--- src/rtl/liteic_master_node_write.sv ---
// Master-side write node: decodes one AW+W to a one-hot crossbar slot,
// returns the selected slave's B response, or answers DECERR locally.
module liteic_master_node_write #(
  parameter int unsigned NUM_SLAVES = 4,
  parameter int unsigned ADDR_WIDTH = 32,
  parameter int unsigned DATA_WIDTH = 32,
  parameter int unsigned SEL_WIDTH  = 4,
  parameter logic [NUM_SLAVES-1:0] WR_CONNECTIVITY = '1
) (
  input  logic                                   clk_i,
  input  logic                                   rst_i,
  input  logic [ADDR_WIDTH-1:0]                  s_aw_addr_i,
  input  logic [3:0]                             s_aw_qos_i,
  input  logic                                   s_aw_valid_i,
  output logic                                   s_aw_ready_o,
  input  logic [DATA_WIDTH-1:0]                  s_w_data_i,
  input  logic [DATA_WIDTH/8-1:0]                s_w_strb_i,
  input  logic                                   s_w_valid_i,
  output logic                                   s_w_ready_o,
  output logic [1:0]                             s_b_resp_o,
  output logic                                   s_b_valid_o,
  input  logic                                   s_b_ready_i,
  output logic [ADDR_WIDTH-1:0]                  cbar_aw_data_o,
  output logic [3:0]                             cbar_aw_qos_o,
  output logic [NUM_SLAVES-1:0]                  cbar_aw_val_o,
  input  logic [NUM_SLAVES-1:0]                  cbar_aw_rdy_i,
  output logic [DATA_WIDTH+DATA_WIDTH/8-1:0]     cbar_w_data_o,
  output logic [NUM_SLAVES-1:0]                  cbar_w_val_o,
  input  logic [NUM_SLAVES-1:0]                  cbar_w_rdy_i,
  input  logic [2*NUM_SLAVES-1:0]                cbar_b_data_i,
  input  logic [NUM_SLAVES-1:0]                  cbar_b_val_i,
  output logic [NUM_SLAVES-1:0]                  cbar_b_rdy_o
);

  localparam logic [NUM_SLAVES-1:0] ONE = NUM_SLAVES'(1);

  typedef enum logic [2:0] {IDLE, FWD, DERR, BWAIT, BRESP} state_e;

  state_e                  state_q, state_d;
  logic [ADDR_WIDTH-1:0]   addr_q, addr_d;
  logic [3:0]              qos_q, qos_d;
  logic [SEL_WIDTH-1:0]    sel_q, sel_d;
  logic                    aw_done_q, aw_done_d;
  logic                    w_done_q, w_done_d;
  logic [1:0]              resp_q, resp_d;

  logic [SEL_WIDTH-1:0]    sel_in;
  logic [NUM_SLAVES-1:0]   sel_oh, in_oh;
  logic                    aw_rdy_sel, w_rdy_sel, b_val_sel;
  logic                    aw_hs, w_hs;
  logic [1:0]              b_sel;

  // Shifting past the vector width yields zero, so out-of-range selects decode as unmapped.
  assign sel_in     = s_aw_addr_i[ADDR_WIDTH-1 -: SEL_WIDTH];
  assign sel_oh     = ONE << sel_q;
  assign in_oh      = ONE << sel_in;
  assign aw_rdy_sel = |(cbar_aw_rdy_i & sel_oh);
  assign w_rdy_sel  = |(cbar_w_rdy_i & sel_oh);
  assign b_val_sel  = |(cbar_b_val_i & sel_oh);
  assign aw_hs      = (state_q == FWD) && !aw_done_q && aw_rdy_sel;
  assign w_hs       = (state_q == FWD) && !w_done_q && s_w_valid_i && w_rdy_sel;

  always_comb begin
    b_sel = '0;
    for (int unsigned s = 0; s < NUM_SLAVES; s++) begin
      if (sel_oh[s]) b_sel = cbar_b_data_i[2*s +: 2];
    end
  end

  always_ff @(posedge clk_i or posedge rst_i) begin
    if (rst_i) begin
      state_q   <= IDLE;
      addr_q    <= '0;
      qos_q     <= '0;
      sel_q     <= '0;
      aw_done_q <= 1'b0;
      w_done_q  <= 1'b0;
      resp_q    <= '0;
    end else begin
      state_q   <= state_d;
      addr_q    <= addr_d;
      qos_q     <= qos_d;
      sel_q     <= sel_d;
      aw_done_q <= aw_done_d;
      w_done_q  <= w_done_d;
      resp_q    <= resp_d;
    end
  end

  always_comb begin
    state_d   = state_q;
    addr_d    = addr_q;
    qos_d     = qos_q;
    sel_d     = sel_q;
    aw_done_d = aw_done_q;
    w_done_d  = w_done_q;
    resp_d    = resp_q;
    case (state_q)
      IDLE: begin
        if (s_aw_valid_i) begin
          addr_d    = s_aw_addr_i;
          qos_d     = s_aw_qos_i;
          sel_d     = sel_in;
          aw_done_d = 1'b0;
          w_done_d  = 1'b0;
          state_d   = |(WR_CONNECTIVITY & in_oh) ? FWD : DERR;
        end
      end
      FWD: begin
        if (aw_hs) aw_done_d = 1'b1;
        if (w_hs)  w_done_d  = 1'b1;
        if ((aw_done_q || aw_hs) && (w_done_q || w_hs)) state_d = BWAIT;
      end
      DERR: begin
        if (s_w_valid_i) begin
          resp_d  = 2'b11;
          state_d = BRESP;
        end
      end
      BWAIT: begin
        if (b_val_sel) begin
          resp_d  = b_sel;
          state_d = BRESP;
        end
      end
      BRESP: begin
        if (s_b_ready_i) state_d = IDLE;
      end
      default: state_d = IDLE;
    endcase
  end

  always_comb begin
    s_aw_ready_o  = 1'b0;
    s_w_ready_o   = 1'b0;
    s_b_valid_o   = 1'b0;
    cbar_aw_val_o = '0;
    cbar_w_val_o  = '0;
    cbar_w_data_o = '0;
    cbar_b_rdy_o  = '0;
    case (state_q)
      IDLE:  s_aw_ready_o = 1'b1;
      FWD: begin
        if (!aw_done_q) cbar_aw_val_o = sel_oh;
        if (!w_done_q) begin
          cbar_w_val_o  = s_w_valid_i ? sel_oh : '0;
          s_w_ready_o   = w_rdy_sel;
          cbar_w_data_o = {s_w_strb_i, s_w_data_i};
        end
      end
      DERR:  s_w_ready_o  = 1'b1;
      BWAIT: cbar_b_rdy_o = sel_oh;
      BRESP: s_b_valid_o  = 1'b1;
      default: ;
    endcase
  end

  assign s_b_resp_o     = resp_q;
  assign cbar_aw_data_o = addr_q;
  assign cbar_aw_qos_o  = qos_q;

endmodule

--- config.mk ---
export PLATFORM = sky130hd
export DESIGN_NAME = liteic_master_node_write
export DESIGN_NICKNAME = d
export VERILOG_FILES = /design/src/rtl/liteic_master_node_write.sv
export SDC_FILE = /design/constraint.sdc
export NUM_CORES = 1
export LEC_CHECK = 0
export CORE_ASPECT_RATIO = 1.75
export CORE_MARGIN = 4
export CORE_UTILIZATION = 33
export DETAILED_ROUTE_END_ITERATION = 10
export GPL_ROUTABILITY_DRIVEN = 0
export PLACE_DENSITY = 0.81
export SYNTH_ARGS = -nofsm -noshare
export SYNTH_HDL_FRONTEND = slang
export SYNTH_SLANG_ARGS = --single-unit
--- constraint.sdc ---
create_clock -name clk_i -period 2.1 [get_ports clk_i]
set_clock_uncertainty 0.05 [all_clocks]
set_input_delay 0.42 -clock clk_i [delete_from_list [all_inputs] [get_ports clk_i]]
set_output_delay 0.42 -clock clk_i [all_outputs]
set_load 0.005 [all_outputs]
== After elaboration in Yosys (flattened, before gate mapping) ==
Cells that the tools add are included.
Storage, ports and cells
  bits of input ports: 97
  register bits after elaboration: 47
Operators by class
  shift-type cells: 2
  bitwise operators: 3
  mux-type cells: 31
  equal/unequal tests: 11
  reductions and logical operators: 22
Operators by type and width (number)
  $mux 36: 2
  $mux 4: 6
  $reduce_or 4->1: 4
  $mux 3: 5
  $pmux 3 s5: 1
  $mux 2: 7
  $and 4x4->4: 3
  $ne 2x2->1 const B: 6
  $reduce_and 3->1: 3
  $shl 1x4->4 const A: 2
  $eq 3x2->1 const B: 2
  $logic_and 1x1->1: 6
  $mux 1: 6
  $pmux 1 s2: 3
  $reduce_and 5->1: 1
  $pmux 2 s2: 1
  $reduce_bool 2->1: 2
  $eq 3x1->1 const B: 1
  $eq 3x3->1 const B: 1
  $logic_not 3->1: 1
  $logic_not 1->1: 2
  $logic_or 1x1->1: 2
  $ne 2x1->1 const B: 1
  $reduce_and 2->1: 1

== Depth between registers and ports, before layout ==
  depth in word-level cells: 8
  gate-level depth with buffers: 6

== Least setup slack after synthesis ==
No wires, ideal clock.
  path type: register to output
  start: register, netlist name cbar_aw_data_o[28]
  end: output port cbar_aw_val_o[0]
  path slack: 282 ps
  buffers on the path: 1
  cell stages (with the launch flop): 4
  arrival time: 1348 ps
  path through: dfrtp_1 > buf_6 > or4_2 > nor2_1
RTL lines
  end, declared: line 25  | output logic [NUM_SLAVES-1:0] cbar_aw_val_o,

== Final worst setup path ==
  start: register state_q[0]
  end: output port cbar_w_data_o[34]
Between the ends
  longest elaborated chain between the ends: 2
Ends and longest elaborated chain
  start, declared: line 39  | state_e state_q, state_d;
  start signal, assigned: line 80  | state_q <= state_d;
  $eq 3x1->1: line 141  | case (state_q)
  $mux 36: line 141
  end, declared: line 27  | output logic [DATA_WIDTH+DATA_WIDTH/8-1:0] cbar_w_data_o,
Every way passes these cells.

==> load_flow_metrics.sql <==
INSERT INTO impl_metrics (metric_group, metric, value, unit) VALUES
('status', 'run_status', 'complete, but fails checks', ''),
('status', 'violations', 'negative setup slack', ''),
('synth', 'number_of_cells_produced_by_synthesis', '200', ''),
('power_and_ir_drop', 'cellLeakagePower', '2.18', 'nW'),
('clocking', 'clk-insertion-delay-late', '0.29', 'ns'),
('finish', 'synthToLayoutAreaGrowth', '114', '%'),
('sta', 'max_slew.worst_pin.slew', '0.553', 'ns'),
('finish', 'mostFrequentLayoutCell', 'sky130_fd_sc_hd__clkdlybuf4s50_1', ''),
('critical_path', 'path_class', 'flop to output port', ''),
('power_and_ir_drop', 'power', '7.21', 'mW'),
('power_and_ir_drop', 'peakVddDrop', '0.000812', 'V'),
('sta', 'hold_viol', '0', ''),
('critical_path', 'worst_r2r_startpoint', 'state_q[1]$_DFFE_PP0P_', ''),
('synth', 'post_synth.cell_area_avg', '11.6', 'sq um'),
('die', 'number_of_ports_placed_on_the_die_boundary', '186', ''),
('finish', 'stdcell_area', '4990', 'sq um'),
('routing', 'routed_wirelength', '8860', 'um'),
('routing', 'dr.pass1.iters', '4', ''),
('die', 'die_y', '119', 'um'),
('synth', 'synth-seq-area-share', '0.462', ''),
('clocking', 'clk_pin_slew_worst_paths', '0.06', 'ns'),
('critical_path', 'cp-startpoint', 'state_q[0]$_DFFE_PP0P_', ''),
('finish', 'final_layout_size_suffix_gt1_frac', '0.457', ''),
('sta', 'fin_ws', '-0.182', 'ns'),
('routing', 'wl_per_cell', '17.6', 'um'),
('global_route', 'grt.total_usage', '0.206', ''),
('synth', 'syn_area', '2330', 'sq um'),
('sta', 'fin_crit_sh', '1.09', ''),
('clocking', 'cts_max_path_buffers', '2', ''),
('sta', 'setup_viol_count_final', '36', ''),
('clocking', 'number_of_h_tree_levels', '2', ''),
('finish', 'finish.utilization', '0.727', ''),
('die', 'dieArea', '8520', 'sq um'),
('global_route', 'grt_first_pass_wirelength', '13900', 'um'),
('synth', 'share_of_the_synthesized_area_in_the_top_cell_type', '0.462', ''),
('power_and_ir_drop', 'power-per-cell-area', '1450', 'nW/um^2'),
('global_route', 'grt_remaining_overflow', '0', ''),
('routing', 'drt-vias-per-instance', '4.91', ''),
('clocking', 'tritoncts.num_buffers', '5', ''),
('global_route', 'via_count_of_the_first_global_routing_pass', '2831', ''),
('power_and_ir_drop', 'clkPwrFrac', '0.105', ''),
('routing', 'drc', '0', ''),
('die', 'floorplan.die.width', '71.5', 'um'),
('die', 'rows', '40', ''),
('synth', 'synth_area_leaders', 'sky130_fd_sc_hd__dfrtp_1 (46%), sky130_fd_sc_hd__mux2_2 (18%), sky130_fd_sc_hd__and2_1 (9.9%)', ''),
('critical_path', 'cp-start-kind', 'flop', ''),
('sta', 'maxSlewHeadroom', '0.631', ''),
('sta', 'grt_setup_unrepaired', 'true', ''),
('finish', 'diodes', '0', ''),
('clocking', 'cts.root.buffer_cell', 'sky130_fd_sc_hd__clkbuf_16', ''),
('critical_path', 'critical_path_arrival', '1.81', 'ns'),
('power_and_ir_drop', 'combPwrFrac', '0.692', ''),
('power_and_ir_drop', 'power_switching_share', '0.309', ''),
('synth', 'yosysWarnings', '0', ''),
('routing', 'via_count', '2474', ''),
('sta', 'max_freq', '438', 'MHz'),
('power_and_ir_drop', 'total_switching_power', '2.22', 'mW'),
('routing', 'ant_nets', '0', ''),
('clocking', 'cts_hold_buffers', '0', ''),
('critical_path', 'kind_of_end_point_of_the_critical_path', 'output port', ''),
('finish', 'most_used_cells_in_the_layout_excluding_fill_and_tap_cells', 'sky130_fd_sc_hd__clkdlybuf4s50_1 (134), sky130_fd_sc_hd__dfrtp_1 (43), sky130_fd_sc_hd__buf_6 (42)', ''),
('power_and_ir_drop', 'seq_power_share', '0.202', ''),
('synth', 'synth_ff_type', 'sky130_fd_sc_hd__dfrtp_1', ''),
('synth', 'yosysUniqueCellTypes', '35', ''),
('clocking', 'tritoncts', 'yes', ''),
('synth', 'synthesis.nets', '297', ''),
('critical_path', 'required', '1.63', 'ns'),
('die', 'initial_core_util', '0.340', ''),
('placed_design', 'placement.cell_area', '4350', 'sq um'),
('placed_design', 'hpwlAfterDp', '6430', 'um'),
('routing', 'dr.first_iter.drc_count', '21', '');
## logic make-up (layout without fill, tap and decap cells)
family	Yosys count	in the layout	share of synthesized area
AO/OA/AOI/OAI	14	14	0.0446
flip-flops	43	43	0.462
AND/OR/NAND/NOR	81	81	0.197
buffers and inverters	18	238	0.0521
multiplexers	44	44	0.244
## layout make-up
cell class / count / area [sq um]
inverter: 4 / 15.0
clock buffer: 5 / 125
fill: 447 / 1870
multi-input combinational: 139 / 1280
timing repair buffer: 227 / 2370
clock inverter: 2 / 13.8
sequential: 43 / 1080
tap: 84 / 105
## critical path: stages (launching register included)
cell,delay [ns]
sky130_fd_sc_hd__dfrtp_1,0.36
sky130_fd_sc_hd__inv_2,0.06
sky130_fd_sc_hd__nor4_4,0.29
sky130_fd_sc_hd__buf_4,0.18
sky130_fd_sc_hd__buf_6,0.10
sky130_fd_sc_hd__buf_6,0.11
sky130_fd_sc_hd__buf_12,0.11
sky130_fd_sc_hd__buf_6,0.09
sky130_fd_sc_hd__and2_4,0.13
sky130_fd_sc_hd__buf_6,0.08
## cells in the mapped netlist, types with 2 or more instances
cell type,instances
sky130_fd_sc_hd__o21bai_1,2
sky130_fd_sc_hd__nand2_1,3
sky130_fd_sc_hd__mux4_1,4
sky130_fd_sc_hd__buf_4,2
sky130_fd_sc_hd__a21oi_1,3
sky130_fd_sc_hd__dfrtp_1,43
sky130_fd_sc_hd__buf_6,6
sky130_fd_sc_hd__a311oi_1,2
sky130_fd_sc_hd__mux2_2,37
sky130_fd_sc_hd__nand3_1,3
sky130_fd_sc_hd__nand3b_1,3
sky130_fd_sc_hd__nor3_1,5
sky130_fd_sc_hd__o21ai_0,2
sky130_fd_sc_hd__nor2_1,22
sky130_fd_sc_hd__and2_1,37
sky130_fd_sc_hd__inv_1,3
sky130_fd_sc_hd__clkbuf_1,5
## sequential cells by signal (all words and copies together), names as in the netlist
register        cells
w_done_q            1
cbar_aw_data_o     32
state_q             3
s_b_resp_o          2
cbar_aw_qos_o       4
aw_done_q           1
## worst paths after layout
check / endpoint / slack (ns) / depth (start not counted)
setup / recovery: cbar_w_data_o[34] / -0.18 / 9
hold / removal: cbar_aw_data_o[1]$_DFFE_PP0P_ / 0.46 / 1
setup reg to reg: cbar_aw_data_o[28]$_DFFE_PP0P_ / 0.10 / 7
hold reg to reg: cbar_aw_data_o[1]$_DFFE_PP0P_ / 0.46 / 1
max in group asynchronous: cbar_aw_data_o[10]$_DFFE_PP0P_ / 1.09 / 3
min in group asynchronous: cbar_aw_data_o[8]$_DFFE_PP0P_ / 0.54 / 3
## per-layer routing
metal	wire, um	track usage	vias up
li1	-	-	1136
met1	2730	0.203	1181
met2	4900	0.375	139
met3	965	0.0743	18
met4	264	0.0871	0
met5	0	0	-
## metrics by stage
stage / worst slack (ns) / hold slack [ns] / instances / TNS, ns
6_report: -0.182 / 0.458 / 504 / -3.66
5_1_grt: -0.245 / 0.474 / 504 / -5.81
4_1_cts: -0.146 / 0.460 / 504 / -2.98
3_5_place_dp: -0.390 / 0.446 / 473 / -2.56
3_3_place_gp: -0.385 / 0.439 / 473 / -2.35
2_1_floorplan: 0.282 / 0.437 / 200 / 0
## power by group through the flow
stage / combinational (mW) / sequential (mW) / clock, mW
floorplan: 1.41 / 1.48 / 0
global placement: 3.35 / 1.46 / 0
detailed placement: 3.41 / 1.49 / 0
CTS: 4.60 / 1.47 / 0.776
global route: 5.29 / 1.52 / 0.811
finish: 4.99 / 1.46 / 0.759
## repair_timing
action                     in CTS  in global routing
buffers inserted               18                  2
resized for setup             211                 84
cloned                          7                  0
pin swaps                      27                 17
setup endpoints to repair      51                 46
(Power assumes the default switching activity.)
